**src/rtl/rx_sup_pkg.sv**
```systemverilog
// rx_sup_pkg: shared definitions for the rx_sync_supervisor block.
// State encoding is fixed because state_dbg exports it to status registers.
package rx_sup_pkg;

    typedef enum logic [2:0] {
        ST_IDLE      = 3'd0,
        ST_PLL_WAIT  = 3'd1,
        ST_RESET     = 3'd2,
        ST_WAIT_SYNC = 3'd3,
        ST_LOCKED    = 3'd4,
        ST_FAIL      = 3'd5
    } sup_state_t;

    localparam int RETRY_W     = 4;
    localparam int RESYNC_W    = 8;
    localparam int ERR_TOTAL_W = 16;

    // Bits needed for a counter that runs 0 .. n-1 (never narrower than 1).
    function automatic int cnt_w(input int n);
        return (n <= 2) ? 1 : $clog2(n);
    endfunction

endpackage

```
**src/rtl/rx_err_window.sv**
```systemverilog
// rx_err_window: fixed-length observation window with a code-error counter.
// While active_i is high the window counter free-runs 0..ERR_WINDOW-1 and
// errors are tallied. limit_hit_o is raised on the very cycle the tally would
// reach ERR_LIMIT so the caller can leave LOCKED on that edge. An error on the
// window-end cycle is carried into the next window rather than the current one.
module rx_err_window
    import rx_sup_pkg::*;
#(
    parameter int ERR_WINDOW = 1024,
    parameter int ERR_LIMIT  = 8
) (
    input  logic wclk,
    input  logic RST,
    input  logic active_i,
    input  logic code_err_i,
    output logic limit_hit_o
);

    localparam int WIN_W = cnt_w(ERR_WINDOW);
    localparam int ERR_W = cnt_w(ERR_LIMIT + 1);

    localparam logic [WIN_W-1:0] WIN_LAST = WIN_W'(ERR_WINDOW - 1);
    localparam logic [ERR_W-1:0] ERR_LAST = ERR_W'(ERR_LIMIT - 1);
    localparam logic [ERR_W-1:0] ERR_FULL = ERR_W'(ERR_LIMIT);
    localparam logic [ERR_W-1:0] ERR_ONE  = ERR_W'(1);
    localparam logic [WIN_W-1:0] WIN_ONE  = WIN_W'(1);

    logic [WIN_W-1:0] win_cnt_q, win_cnt_d;
    logic [ERR_W-1:0] err_cnt_q, err_cnt_d;
    logic             win_end;

    assign win_end = (win_cnt_q == WIN_LAST);

    // Limit strobe: a window-end error only counts toward the next window.
    always_comb begin
        limit_hit_o = 1'b0;
        if (active_i && code_err_i) begin
            if (win_end) begin
                limit_hit_o = (ERR_LIMIT == 1);
            end else begin
                limit_hit_o = (err_cnt_q == ERR_LAST);
            end
        end
    end

    // Next window/error counts; both held at zero while inactive.
    always_comb begin
        win_cnt_d = win_cnt_q;
        err_cnt_d = err_cnt_q;
        if (!active_i) begin
            win_cnt_d = '0;
            err_cnt_d = '0;
        end else if (win_end) begin
            win_cnt_d = '0;
            err_cnt_d = code_err_i ? ERR_ONE : '0;
        end else begin
            win_cnt_d = win_cnt_q + WIN_ONE;
            if (code_err_i && (err_cnt_q != ERR_FULL)) begin
                err_cnt_d = err_cnt_q + ERR_ONE;
            end
        end
    end

    // Counter registers.
    always_ff @(posedge wclk) begin
        if (RST) begin
            win_cnt_q <= '0;
            err_cnt_q <= '0;
        end else begin
            win_cnt_q <= win_cnt_d;
            err_cnt_q <= err_cnt_d;
        end
    end

endmodule

```
**src/rtl/rx_sync_supervisor.sv**
```systemverilog
// rx_sync_supervisor: per-channel link supervisor for the FE-I4 receive path.
// Drives rec_sync reset, bounds the wait for word alignment, retries a bounded
// number of times, and re-arms alignment on loss of sync/lock or a burst of
// decoder code errors. All outputs are registered from the next state.
// Build option: define RX_SUP_STATS_EN to implement resync_count/err_total;
// otherwise both read 0 and no counter logic exists. The FSM is the same.
module rx_sync_supervisor
    import rx_sup_pkg::*;
#(
    parameter int RST_CYCLES   = 16,
    parameter int SYNC_TIMEOUT = 4096,
    parameter int ERR_WINDOW   = 1024,
    parameter int ERR_LIMIT    = 8,
    parameter int MAX_RETRY    = 15
) (
    input  logic        wclk,
    input  logic        RST,
    input  logic        enable,
    input  logic        force_resync,
    input  logic        pll_lck,
    input  logic        sync_ready,
    input  logic        code_err,
    output logic        rx_reset,
    output logic        link_up,
    output logic        fail,
    output logic [3:0]  retry_cnt,
    output logic [2:0]  state_dbg,
    output logic [7:0]  resync_count,
    output logic [15:0] err_total
);

    localparam int RST_W = cnt_w(RST_CYCLES);
    localparam int TO_W  = cnt_w(SYNC_TIMEOUT);

    localparam logic [RST_W-1:0]   RST_LAST  = RST_W'(RST_CYCLES - 1);
    localparam logic [TO_W-1:0]    TO_LAST   = TO_W'(SYNC_TIMEOUT - 1);
    localparam logic [RETRY_W-1:0] RETRY_MAX = RETRY_W'(MAX_RETRY);
    localparam logic [RST_W-1:0]   RST_ONE   = RST_W'(1);
    localparam logic [TO_W-1:0]    TO_ONE    = TO_W'(1);
    localparam logic [RETRY_W-1:0] RETRY_ONE = RETRY_W'(1);

    sup_state_t         state_q, state_d;
    logic [RST_W-1:0]   rst_cnt_q, rst_cnt_d;
    logic [TO_W-1:0]    to_cnt_q, to_cnt_d;
    logic [RETRY_W-1:0] retry_q, retry_d;
    logic               rx_reset_q, link_up_q, fail_q;
    logic               limit_hit;
    logic               in_run;

    // Error window only observes the decoder while the link is up.
    rx_err_window #(
        .ERR_WINDOW (ERR_WINDOW),
        .ERR_LIMIT  (ERR_LIMIT)
    ) u_err_window (
        .wclk        (wclk),
        .RST         (RST),
        .active_i    (state_q == ST_LOCKED),
        .code_err_i  (code_err),
        .limit_hit_o (limit_hit)
    );

    // States in which losing PLL lock forces a return to PLL_WAIT.
    assign in_run = (state_q == ST_RESET) || (state_q == ST_WAIT_SYNC) ||
                    (state_q == ST_LOCKED);

    // Next-state, reset/timeout counters and retry bookkeeping.
    always_comb begin
        state_d   = state_q;
        rst_cnt_d = rst_cnt_q;
        to_cnt_d  = to_cnt_q;
        retry_d   = retry_q;

        case (state_q)
            ST_IDLE: begin
                if (enable) state_d = ST_PLL_WAIT;
            end
            ST_PLL_WAIT: begin
                if (pll_lck) state_d = ST_RESET;
            end
            ST_RESET: begin
                if (rst_cnt_q == RST_LAST) begin
                    state_d = ST_WAIT_SYNC;
                end else begin
                    rst_cnt_d = rst_cnt_q + RST_ONE;
                end
            end
            ST_WAIT_SYNC: begin
                if (sync_ready) begin
                    state_d = ST_LOCKED;
                    retry_d = '0;
                end else if (to_cnt_q == TO_LAST) begin
                    if (retry_q == RETRY_MAX) begin
                        state_d = ST_FAIL;
                    end else begin
                        retry_d = retry_q + RETRY_ONE;
                        state_d = ST_RESET;
                    end
                end else begin
                    to_cnt_d = to_cnt_q + TO_ONE;
                end
            end
            ST_LOCKED: begin
                if (!sync_ready || limit_hit) state_d = ST_RESET;
            end
            ST_FAIL: begin
                if (force_resync) begin
                    state_d = ST_PLL_WAIT;
                    retry_d = '0;
                end
            end
            default: begin
                state_d = ST_IDLE;
            end
        endcase

        // Global overrides, highest priority first. A disabled channel
        // starts over, so its consecutive-timeout history is dropped.
        if (!enable) begin
            state_d = ST_IDLE;
            retry_d = '0;
        end else if (!pll_lck && in_run) begin
            state_d = ST_PLL_WAIT;
            retry_d = retry_q;
        end else if (force_resync &&
                     ((state_q == ST_WAIT_SYNC) || (state_q == ST_LOCKED))) begin
            state_d = ST_RESET;
            retry_d = retry_q;
        end

        // Every state entry starts its dwell counters from zero.
        if (state_d != state_q) begin
            rst_cnt_d = '0;
            to_cnt_d  = '0;
        end
    end

    // State register and registered outputs decoded from the next state.
    always_ff @(posedge wclk) begin
        if (RST) begin
            state_q    <= ST_IDLE;
            rst_cnt_q  <= '0;
            to_cnt_q   <= '0;
            retry_q    <= '0;
            rx_reset_q <= 1'b1;
            link_up_q  <= 1'b0;
            fail_q     <= 1'b0;
        end else begin
            state_q    <= state_d;
            rst_cnt_q  <= rst_cnt_d;
            to_cnt_q   <= to_cnt_d;
            retry_q    <= retry_d;
            rx_reset_q <= !((state_d == ST_WAIT_SYNC) || (state_d == ST_LOCKED));
            link_up_q  <= (state_d == ST_LOCKED);
            fail_q     <= (state_d == ST_FAIL);
        end
    end

    assign rx_reset  = rx_reset_q;
    assign link_up   = link_up_q;
    assign fail      = fail_q;
    assign retry_cnt = retry_q;
    assign state_dbg = state_q;

`ifdef RX_SUP_STATS_EN
    logic [RESYNC_W-1:0]    resync_q;
    logic [ERR_TOTAL_W-1:0] err_total_q;
    logic                   resync_evt;
    logic                   err_evt;

    // A resync is any entry into RESET from an aligned/aligning state;
    // the initial bring-up from PLL_WAIT is not counted.
    assign resync_evt = (state_d == ST_RESET) &&
                        ((state_q == ST_WAIT_SYNC) || (state_q == ST_LOCKED));
    assign err_evt    = (state_q == ST_LOCKED) && code_err;

    // Saturating statistics counters.
    always_ff @(posedge wclk) begin
        if (RST) begin
            resync_q    <= '0;
            err_total_q <= '0;
        end else begin
            if (resync_evt && (resync_q != {RESYNC_W{1'b1}})) begin
                resync_q <= resync_q + RESYNC_W'(1);
            end
            if (err_evt && (err_total_q != {ERR_TOTAL_W{1'b1}})) begin
                err_total_q <= err_total_q + ERR_TOTAL_W'(1);
            end
        end
    end

    assign resync_count = resync_q;
    assign err_total    = err_total_q;
`else
    assign resync_count = '0;
    assign err_total    = '0;
`endif

endmodule

```
**config.mk**
```make
export PLATFORM = sky130hd
export DESIGN_NAME = rx_sync_supervisor
export DESIGN_NICKNAME = d
export VERILOG_FILES = /design/src/rtl/rx_sup_pkg.sv /design/src/rtl/rx_err_window.sv /design/src/rtl/rx_sync_supervisor.sv
export SDC_FILE = /design/constraint.sdc
export NUM_CORES = 1
export LEC_CHECK = 0
export BUFFER_PORTS_ARGS = -buffer_cell sky130_fd_sc_hd__buf_2
export CORE_MARGIN = 2
export CORE_UTILIZATION = 51
export DETAILED_ROUTE_END_ITERATION = 8
export PLACE_DENSITY = 0.74
export SYNTH_ARGS = -nofsm -noshare
export SYNTH_HDL_FRONTEND = slang
export SYNTH_SLANG_ARGS = --single-unit
export TNS_END_PERCENT = 10
```
**constraint.sdc**
```tcl
create_clock -name wclk -period 1.86 [get_ports wclk]
set_input_delay 0.093 -clock wclk [delete_from_list [all_inputs] [get_ports wclk]]
set_output_delay 0.093 -clock wclk [all_outputs]
set_load 0.02 [all_outputs]
```
==> results of run 1 <==
[state kept, by name, summed over array words and instances (netlist names), 3 cells and up]
name and cells:
u_err_window.err_cnt_q 4, retry_cnt 4, rst_cnt_q 4, state_dbg 3, to_cnt_q 12, u_err_window.win_cnt_q 10
[routing by layer]
layer	global-route usage (%)	up-vias	wire length [um]
met1	27.5	1053	2610
met2	36.9	69	2820
li1	-	1070	-
met4	7.41	0	168
met3	4.14	15	239
met5	0	-	0
[report_power, final]
group,switching (uW),total [uW],internal [uW]
Combinational,131,196,64.6
Sequential,3.09,859,856
Clock,317,988,671
[synth_stat cells, types with 2 or more instances]
| master | n |
|---|---|
| xnor2_1 | 8 |
| buf_2 | 4 |
| nand4_1 | 8 |
| o211ai_1 | 2 |
| a21oi_1 | 10 |
| mux2i_1 | 3 |
| nor4_1 | 2 |
| nor2b_1 | 6 |
| and4_1 | 4 |
| a21o_1 | 2 |
| buf_4 | 26 |
| o21ai_0 | 8 |
| o21bai_1 | 2 |
| and4b_1 | 2 |
| o21a_1 | 2 |
| xor2_1 | 13 |
| clkbuf_1 | 2 |
| nor2_1 | 31 |
| a31oi_1 | 2 |
| nand4bb_1 | 2 |
| nand2b_1 | 5 |
| nand3_2 | 2 |
| ha_1 | 6 |
| nand3b_1 | 2 |
| nor3_2 | 10 |
| dfxtp_1 | 40 |
| nand3_1 | 16 |
| and3_1 | 2 |
| inv_1 | 8 |
| nand2_1 | 15 |
| or3_1 | 4 |
| nor3_1 | 9 |
[final cells by class]
class | instances | area share, %
repair buffers | 61 | 14.2
multi-input cells | 225 | 51.3
well taps | 54 | 2.17
clock buffers | 5 | 2.21
inverters | 8 | 0.963
clock inverters | 3 | 2.89
flip-flops and latches | 40 | 26.2
[logic make-up (layout without fill, tap and decap cells)]
logic type | count (synthesis) | in the layout | synth area share [%]
AOI/OAI and AO/OA | 40 | 40 | 11.0
xor gates and xnor gates | 22 | 22 | 8.23
adders and majority gates | 6 | 6 | 3.08
buffers and inverters | 41 | 77 | 10.8
DFF | 40 | 40 | 32.9
muxes | 3 | 3 | 1.23
other | 1 | 24 | 0.154
and+or+nand+nor | 130 | 130 | 32.5
[metrics by stage]
step	TNS, ns	power (uW)	util, %	cell area (um2)	instances
floorplan	0	1040	-	2540	306
global placement	-0.453	1050	59.3	2760	385
detailed placement	-0.497	1050	59.3	2760	385
CTS	-0.0614	2050	65.3	3040	395
global route	-1.66	2100	66.9	3120	396
finish	-0.397	2040	66.9	3120	396
[repair_timing]
item,in CTS,in global routing
pin swaps,21,6
cloned,0,0
hold buffers,0,0
resized for setup,27,16
setup buffers,2,1
setup endpoints to repair,16,23
[worst paths after layout]
check | endpoint | slack [ns] | startpoint
setup / recovery | to_cnt_q[8] | -0.05 | state_dbg[0]
hold reg to reg | u_err_window.win_cnt_q[0] | 0.52 | u_err_window.win_cnt_q[0]
setup reg to reg | to_cnt_q[8] | -0.05 | state_dbg[0]
hold / removal | state_dbg[1] | 0.04 | RST
[critical path: cells and delay by family, from the launching register on]
kind | cells | cell delay, ns
compound gates | 3 | 0.54
buf+inv | 3 | 0.50
simple gates | 3 | 0.41
flops | 1 | 0.37
==> flow_metrics.env, run 1 <==
export IMPL_cp_arrival_ns=2.13
export IMPL_htreeDepth=2
export IMPL_rows=25
export IMPL_min_path_type="input pin to flop"
export IMPL_core_mm2=0.00466
export IMPL_clkLatencyLatePin_ns=0.30
export IMPL_fill_cells=351
export IMPL_drt_iter0_drc=137
export IMPL_grt_max_degree=14
export IMPL_ys_types=57
export IMPL_report_final_slew_viol_count=0
export IMPL_globalRouteOverflowTotal=0
export IMPL_synth_area_mm2=0.00243
export IMPL_cts_buffer_depth=2
export IMPL_end_kind="flop"
export IMPL_synth_area_leaders="dfxtp_1, buf_4, nor2_1"
export IMPL_num_nets_final=354
export IMPL_regArea_um2=817
export IMPL_max_stage_delay_ns=0.37
export IMPL_synth_flop_cell="dfxtp_1"
export IMPL_path_clk_slew_ns=0.08
export IMPL_path_class="flop to flop"
export IMPL_cp_max_fo=7
export IMPL_grt_pass1_vias=1965
export IMPL_fmax_mhz=524
export IMPL_antenna_found_initial=0
export IMPL_fin_skew_ns=0.00577
export IMPL_synth_top_area_share_pct=32.9
export IMPL_io_pins=41
export IMPL_synth_edf_count=0
export IMPL_cts_made_buffers=5
export IMPL_startpoint_type="flop"
export IMPL_crit_top_cell="buf_6"
export IMPL_multi_input_area_mm2=0.00160
export IMPL_wire_per_inst_um=14.8
export IMPL_start_util_pct=52.2
export IMPL_outcome="complete, but fails checks"
export IMPL_path_cells="buf_6 > nor2b_4 > a21oi_2 > o211ai_1 > buf_4 > a211o_1 > nand3_4 > buf_6 > nor3_2"
export IMPL_post_route_min_period_ns=1.91
export IMPL_dp_hpwl_um=3910
export IMPL_final_hold_worst_slack_ns=0.0406
export IMPL_irDropWorstVdd_v=0.000409
export IMPL_postRouteAntennaNets=0
export IMPL_fp_dieH_um=73.1
export IMPL_layout_drive_gt1_share_pct=35.1
export IMPL_violations="negative setup slack"
export IMPL_synth_top_cell_by_area="dfxtp_1"
export IMPL_min_period_over_period_pct=103
export IMPL_io_buffers=16
export IMPL_synth_cells=283
export IMPL_layout_common_cells="buf_4, dfxtp_1, nor2_1"
export IMPL_die_x_um=73.1
export IMPL_yosys_warnings=0
export IMPL_hold_path_depth=2
export IMPL_synth_seq_area_share_pct=32.9
export IMPL_layout_commonest_cell="buf_4"
export IMPL_root_buffer="clkbuf_8"
export IMPL_avgSynthCellArea_um2=8.60
export IMPL_tritoncts="yes"
export IMPL_postRouteWirelength_um=5840
export IMPL_area_growth_pct=28.2
export IMPL_cp_required_ns=2.08
export IMPL_viasPerCell=5.57
export IMPL_die_area_mm2=0.00534
export IMPL_num_vias=2207
export IMPL_globalplace_congestion=0.884
export IMPL_drt_pass1_iterations=4
export IMPL_hold_viol=0
export IMPL_grt_util_all_layers_pct=21.8
export IMPL_grt_pass1_wl_um=9110
export IMPL_reg2reg_depth=9
export IMPL_max_cap_violations=0
export IMPL_crit_slowest_cell="dfxtp_4"
export IMPL_route_detailed_drc=0
export IMPL_rsz0062_at_grt="yes"
export IMPL_yosys_register_bits=40
export IMPL_p_leak_uw=0.00120
export IMPL_dp_slack_ns=-0.0722
export IMPL_synthArstFlopShare_pct=0
export IMPL_setup_viol=14
export IMPL_antennaDiodeCount=0
export IMPL_cts_sinks=40
export IMPL_fin_ws_ns=-0.0491
export IMPL_powerDensity_mw_per_mm2=655
Power figures use the tool's default switching activity.
==> run 2, diff against run 1 <==
--- a/config.mk
+++ b/config.mk
@@ -6,9 +6,11 @@
 export NUM_CORES = 1
 export LEC_CHECK = 0
 export BUFFER_PORTS_ARGS = -buffer_cell sky130_fd_sc_hd__buf_2
+export CORE_ASPECT_RATIO = 1.75
 export CORE_MARGIN = 2
 export CORE_UTILIZATION = 51
 export DETAILED_ROUTE_END_ITERATION = 8
+export GPL_TIMING_DRIVEN = 0
 export PLACE_DENSITY = 0.74
 export SYNTH_ARGS = -nofsm -noshare
 export SYNTH_HDL_FRONTEND = slang
==> flow_metrics.env, run 2 (same netlist as run 1, synthesis figures left out) <==
export IMPL_globalplace_congestion=0.812
export IMPL_postRouteWirelength_um=5220
export IMPL_dp_hpwl_um=3760
export IMPL_cp_required_ns=2.05
export IMPL_core_mm2=0.00462
export IMPL_irDropWorstVdd_v=0.000496
export IMPL_hold_path_endpoint="state_dbg[0]"
export IMPL_startpoint_type="flop"
export IMPL_grt_pass1_wl_um=8630
export IMPL_end_kind="flop"
export IMPL_wl_met2_um=2950
export IMPL_setup_viol=15
export IMPL_num_vias=2128
export IMPL_drt_pass1_iterations=4
export IMPL_path_clk_slew_ns=0.08
export IMPL_start_util_pct=52.6
export IMPL_p_sw_share_pct=24.3
export IMPL_cp_arrival_ns=2.10
export IMPL_die_x_um=56.2
export IMPL_reg2reg_depth=7
export IMPL_viasPerCell=5.41
export IMPL_combinationalPowerShare_pct=13.2
export IMPL_num_nets_final=353
export IMPL_postRouteAntennaNets=0
export IMPL_hold_viol=0
export IMPL_route_detailed_drc=0
export IMPL_p_clk_share_pct=39.0
export IMPL_htreeDepth=2
export IMPL_worstReg2RegEnd="to_cnt_q[8]"
export IMPL_cp_max_fo=10
export IMPL_layout_commonest_cell="buf_4"
export IMPL_largest_reg_flops=12
export IMPL_cts_made_buffers=5
export IMPL_final_util_pct=65.9
export IMPL_hold_path_depth=2
export IMPL_outcome="complete, but fails checks"
export IMPL_tritoncts="yes"
export IMPL_drt_iter0_drc=73
export IMPL_fin_skew_ns=0.00423
export IMPL_rsz0062_at_grt="yes"
export IMPL_cts_buffer_depth=2
export IMPL_p_leak_uw=0.00120
export IMPL_antenna_found_initial=0
export IMPL_p_switching_uw=435
export IMPL_tightest_slew_ns=0.507
export IMPL_grt_util_all_layers_pct=19.9
export IMPL_powerDensity_mw_per_mm2=588
export IMPL_wl_met1_um=1910
export IMPL_largest_register="to_cnt_q"
export IMPL_area_growth_pct=25.1
export IMPL_top_regs="to_cnt_q x12, u_err_window.win_cnt_q x10"
export IMPL_report_final_slew_viol_count=0
export IMPL_highest_layer="met4"
export IMPL_fmax_mhz=523
export IMPL_dp_slack_ns=-0.184
export IMPL_io_pins=41
export IMPL_antennaDiodeCount=0
export IMPL_violations="negative setup slack"
export IMPL_r2r_start="state_dbg[2]"
export IMPL_grt_pass1_vias=2058
export IMPL_fin_ws_ns=-0.0528
export IMPL_max_cap_violations=0
export IMPL_min_period_over_period_pct=103
export IMPL_root_buffer="clkbuf_8"
export IMPL_globalRouteOverflowTotal=0
export IMPL_fill_cells=403
export IMPL_r2r_setup_slack_ns=-0.05
export IMPL_relSlewSlack_pct=65.9
export IMPL_internal_power_uw=1360
export IMPL_met3_wirelength_um=183
export IMPL_path_class="flop to flop"
export IMPL_die_area_mm2=0.00536
export IMPL_hold_path_startpoint="RST"
export IMPL_layout_common_cells="buf_4, nor2_1, dfxtp_1"
export IMPL_rows=33
export IMPL_post_route_min_period_ns=1.91
export IMPL_grt_max_degree=13
export IMPL_power_frac_seq_pct=47.8
export IMPL_cts_sinks=40
export IMPL_wire_per_inst_um=13.3
export IMPL_io_buffers=14
export IMPL_min_path_type="input pin to flop"
export IMPL_fp_dieH_um=95.4
export IMPL_tns_ns=-0.577
export IMPL_total_power_uw=1790
export IMPL_layout_drive_gt1_share_pct=32.6
export IMPL_clkLatencyLatePin_ns=0.29
==> run 2: cell types whose count changed in the layout (fill, tap and decap cells not counted), moves of 2 or more <==
cell       change
dfxtp_1        -3
buf_8          +2
o21ai_0        -2
bufinv_16      -2
buf_4          -4
o21ai_1        +2
nor3_2         -3
clkbuf_1       +3
nor3_1         +3
dfxtp_4        +2
buf_6          -4
==> run 2: worst max path at each step <==
stage | endpoint | slack, ns | start | depth (start not counted)
after CTS | to_cnt_q[8] | -0.03 | u_err_window.win_cnt_q[0] | 9
final | to_cnt_q[8] | -0.05 | state_dbg[2] | 7
after global routing | to_cnt_q[7] | -0.16 | state_dbg[2] | 7
after detailed placement | retry_cnt[1] | -0.18 | to_cnt_q[0] | 6
after floorplan | rst_cnt_q[0] | 0.001 | state_dbg[2] | 7
after global placement | to_cnt_q[0] | -0.17 | u_err_window.win_cnt_q[0] | 8
==> run 2: worst max-delay path, cell delays in order, from the launching register on <==
cell	delay (ns)
dfxtp_4	0.38
and4bb_1	0.33
buf_4	0.14
nand3_1	0.09
o211a_4	0.28
xnor2_4	0.32
buf_8	0.20
nor3_2	0.05
==> run 2: cell type report <==
| type | instances | area (um2) | share of cell area (%) |
|---|---|---|---|
| clock inverter | 2 | 35.0 | 1.15 |
| inverter | 8 | 30.0 | 0.986 |
| sequential | 40 | 826 | 27.1 |
| multi-input combinational | 225 | 1560 | 51.1 |
| buffer | 33 | 254 | 8.34 |
| clock buffer | 6 | 72.6 | 2.38 |
| timing repair buffer | 27 | 208 | 6.82 |
| tap | 52 | 65.1 | 2.14 |
==> run 2: metrics by stage <==
stage               hold WS (ns)  cell area, um2  instances
floorplan                  0.158            2540        306
global placement           0.354            2670        372
detailed placement         0.354            2670        372
CTS                       0.0411            2980        392
global route              0.0640            3050        393
finish                    0.0472            3050        393
==> run 2: routing by layer <==
layer / up-vias / track usage [%]
met5: - / 0
met4: 0 / 11.1
met3: 18 / 4.07
met2: 46 / 39.7
met1: 997 / 18.1
li1: 1067 / -
==> run 2: what timing repair did <==
| item | in CTS | in global routing |
|---|---|---|
| setup buffers | 11 | 1 |
| hold buffers | 0 | 0 |
| pin swaps | 16 | 9 |
| setup endpoints to repair | 24 | 34 |
| gates cloned | 1 | 0 |
| gates resized for setup | 26 | 16 |
==> run 2: power by group through the flow <==
stage          clock (uW)  sequential (uW)  combinational [uW]
2_1_floorplan           0              883                 160
3_3_place_gp            0              881                 190
3_5_place_dp            0              881                 191
4_1_cts               712              861                 228
5_1_grt               734              856                 254
6_report              699              856                 236
==> run 3, diff against run 2 <==
--- a/config.mk
+++ b/config.mk
@@ -8,10 +8,10 @@
 export BUFFER_PORTS_ARGS = -buffer_cell sky130_fd_sc_hd__buf_2
 export CORE_ASPECT_RATIO = 1.75
 export CORE_MARGIN = 2
-export CORE_UTILIZATION = 51
+export CORE_UTILIZATION = 50
 export DETAILED_ROUTE_END_ITERATION = 8
 export GPL_TIMING_DRIVEN = 0
-export PLACE_DENSITY = 0.74
+export PLACE_DENSITY = 0.73
 export SYNTH_ARGS = -nofsm -noshare
 export SYNTH_HDL_FRONTEND = slang
 export SYNTH_SLANG_ARGS = --single-unit
==> flow_metrics.env, run 3 (same netlist as run 1, synthesis figures left out) <==
export IMPL_cp_max_fo=6
export IMPL_rows=33
export IMPL_core_mm2=0.00467
export IMPL_min_path_type="input pin to flop"
export IMPL_outcome="complete, but fails checks"
export IMPL_path_cells="and4_2 > nand3_4 > or3_4 > nand4_4 > nand3_4 > buf_6 > nor4b_4"
export IMPL_antenna_found_initial=0
export IMPL_die_area_mm2=0.00546
export IMPL_area_growth_pct=28.5
export IMPL_max_cap_violations=0
export IMPL_relSlewSlack_pct=59.0
export IMPL_max_stage_delay_ns=0.43
export IMPL_layout_common_cells="buf_4, nor2_1, dfxtp_1"
export IMPL_die_x_um=56.7
export IMPL_cts_hold_fix_buffers=0
export IMPL_setup_viol=16
export IMPL_cp_arrival_ns=2.17
export IMPL_root_buffer="clkbuf_8"
export IMPL_postRouteAntennaNets=0
export IMPL_drt_pass1_iterations=4
export IMPL_rsz0062_at_grt="yes"
export IMPL_wire_per_inst_um=13.9
export IMPL_combinationalPowerShare_pct=14.5
export IMPL_p_clk_share_pct=35.4
export IMPL_postRouteWirelength_um=5640
export IMPL_largest_register="to_cnt_q"
export IMPL_top_regs="to_cnt_q x12, u_err_window.win_cnt_q x10"
export IMPL_num_nets_final=365
export IMPL_power_frac_seq_pct=50.1
export IMPL_tritoncts="yes"
export IMPL_grt_util_all_layers_pct=21.7
export IMPL_crit_slowest_cell="or3_4"
export IMPL_cts_buffer_depth=2
export IMPL_cts_made_buffers=5
export IMPL_violations="negative setup slack"
export IMPL_p_sw_share_pct=26.2
export IMPL_io_pins=41
export IMPL_largest_reg_flops=12
export IMPL_fin_ws_ns=-0.105
export IMPL_antennaDiodeCount=0
export IMPL_tightest_slew_ns=0.611
export IMPL_crit_top_cell="nand3_4"
export IMPL_p_leak_uw=0.00124
export IMPL_fin_skew_ns=0.00953
export IMPL_io_buffers=14
export IMPL_cts_sinks=40
export IMPL_route_detailed_drc=0
export IMPL_fmax_mhz=509
export IMPL_num_vias=2168
export IMPL_cp_required_ns=2.07
export IMPL_start_util_pct=52.2
export IMPL_design_area_mm2=0.00313
export IMPL_end_kind="flop"
export IMPL_viasPerCell=5.35
export IMPL_layout_commonest_cell="buf_4"
export IMPL_internal_power_uw=1260
export IMPL_grt_pass1_wl_um=9490
export IMPL_fp_dieH_um=96.3
export IMPL_post_route_min_period_ns=1.96
export IMPL_path_class="flop to flop"
export IMPL_layout_drive_gt1_share_pct=35.7
export IMPL_p_switching_uw=449
export IMPL_globalRouteOverflowTotal=0
export IMPL_place_area_mm2=0.00267
export IMPL_htreeDepth=2
export IMPL_grt_max_degree=13
export IMPL_dp_slack_ns=-0.173
export IMPL_min_period_over_period_pct=106
export IMPL_report_final_slew_viol_count=0
export IMPL_fill_cells=392
export IMPL_dp_hpwl_um=3730
export IMPL_hold_viol=0
export IMPL_grt_pass1_vias=2083
export IMPL_clkLatencyLatePin_ns=0.30
export IMPL_startpoint_type="flop"
export IMPL_globalplace_congestion=0.781
export IMPL_powerDensity_mw_per_mm2=548
export IMPL_drt_iter0_drc=74
export IMPL_path_clk_slew_ns=0.08
export IMPL_irDropWorstVdd_v=0.000564
==> run 3: changes by cell type in the layout (fill, tap and decap cells not counted), sizes merged <==
cell / change
clkinv: +1
buf: +12
bufinv: -1
==> run 3: layout make-up <==
| class | instances | area, um2 | area share, % |
|---|---|---|---|
| Clock inverter | 2 | 10.0 | 0.320 |
| Clock buffer | 6 | 82.6 | 2.64 |
| Inverter | 8 | 30.0 | 0.960 |
| Sequential cell | 40 | 823 | 26.3 |
| Buffer | 33 | 248 | 7.92 |
| Timing Repair Buffer | 39 | 297 | 9.48 |
| Tap cell | 52 | 65.1 | 2.08 |
| Multi-Input combinational cell | 225 | 1570 | 50.3 |
==> run 3: timing repair <==
item                                    4_1_cts  5_1_grt
pin swaps                                    23        8
gates resized for setup                      35        8
endpoints found under the setup margin       20       34
setup buffers                                19        5
cloned                                        1        0
==> run 3: metal layers <==
metal | GRT usage [%] | vias to the layer above | wire length (um)
met5 | 0 | - | 0
met2 | 45.5 | 35 | 3320
li1 | - | 1091 | -
met1 | 20.1 | 1029 | 2030
met4 | 7.95 | 0 | 129
met3 | 3.76 | 13 | 158
==> run 3: path summary, 6_finish.rpt <==
check            endpoint    startpoint  depth (start not counted)  slack, ns
max reg2reg   to_cnt_q[6]   to_cnt_q[8]                          7      -0.10
min reg2reg  retry_cnt[1]  retry_cnt[1]                          2       0.49
max           to_cnt_q[6]   to_cnt_q[8]                          7      -0.10
min          state_dbg[1]           RST                          2       0.03
==> run 3: critical path: cells and delay by family, from the launching register on <==
| family | cells | cell delay [ns] |
|---|---|---|
| flip-flops | 1 | 0.37 |
| AND/OR/NAND/NOR | 6 | 1.32 |
| buffers and inverters | 1 | 0.16 |
==> run 3: power by group through the flow <==
stage / clock network, uW / logic, uW / registers [uW]
finish: 606 / 249 / 857
detailed placement: 0 / 191 / 881
global route: 635 / 267 / 858
global placement: 0 / 191 / 881
CTS: 605 / 238 / 859
floorplan: 0 / 160 / 883
==> run 3: stage by stage <==
| step | util (%) | power [uW] | hold slack [ns] | instances | setup TNS (ns) |
|---|---|---|---|---|---|
| after floorplan | - | 1040 | 0.158 | 306 | 0 |
| after global placement | 57.3 | 1070 | 0.351 | 372 | -2.13 |
| after detailed placement | 57.3 | 1070 | 0.355 | 372 | -2.26 |
| after CTS | 65.5 | 1700 | 0.0373 | 400 | -0.375 |
| after global routing | 67.0 | 1760 | 0.0438 | 405 | -2.67 |
| final | 67.0 | 1710 | 0.0307 | 405 | -0.587 |
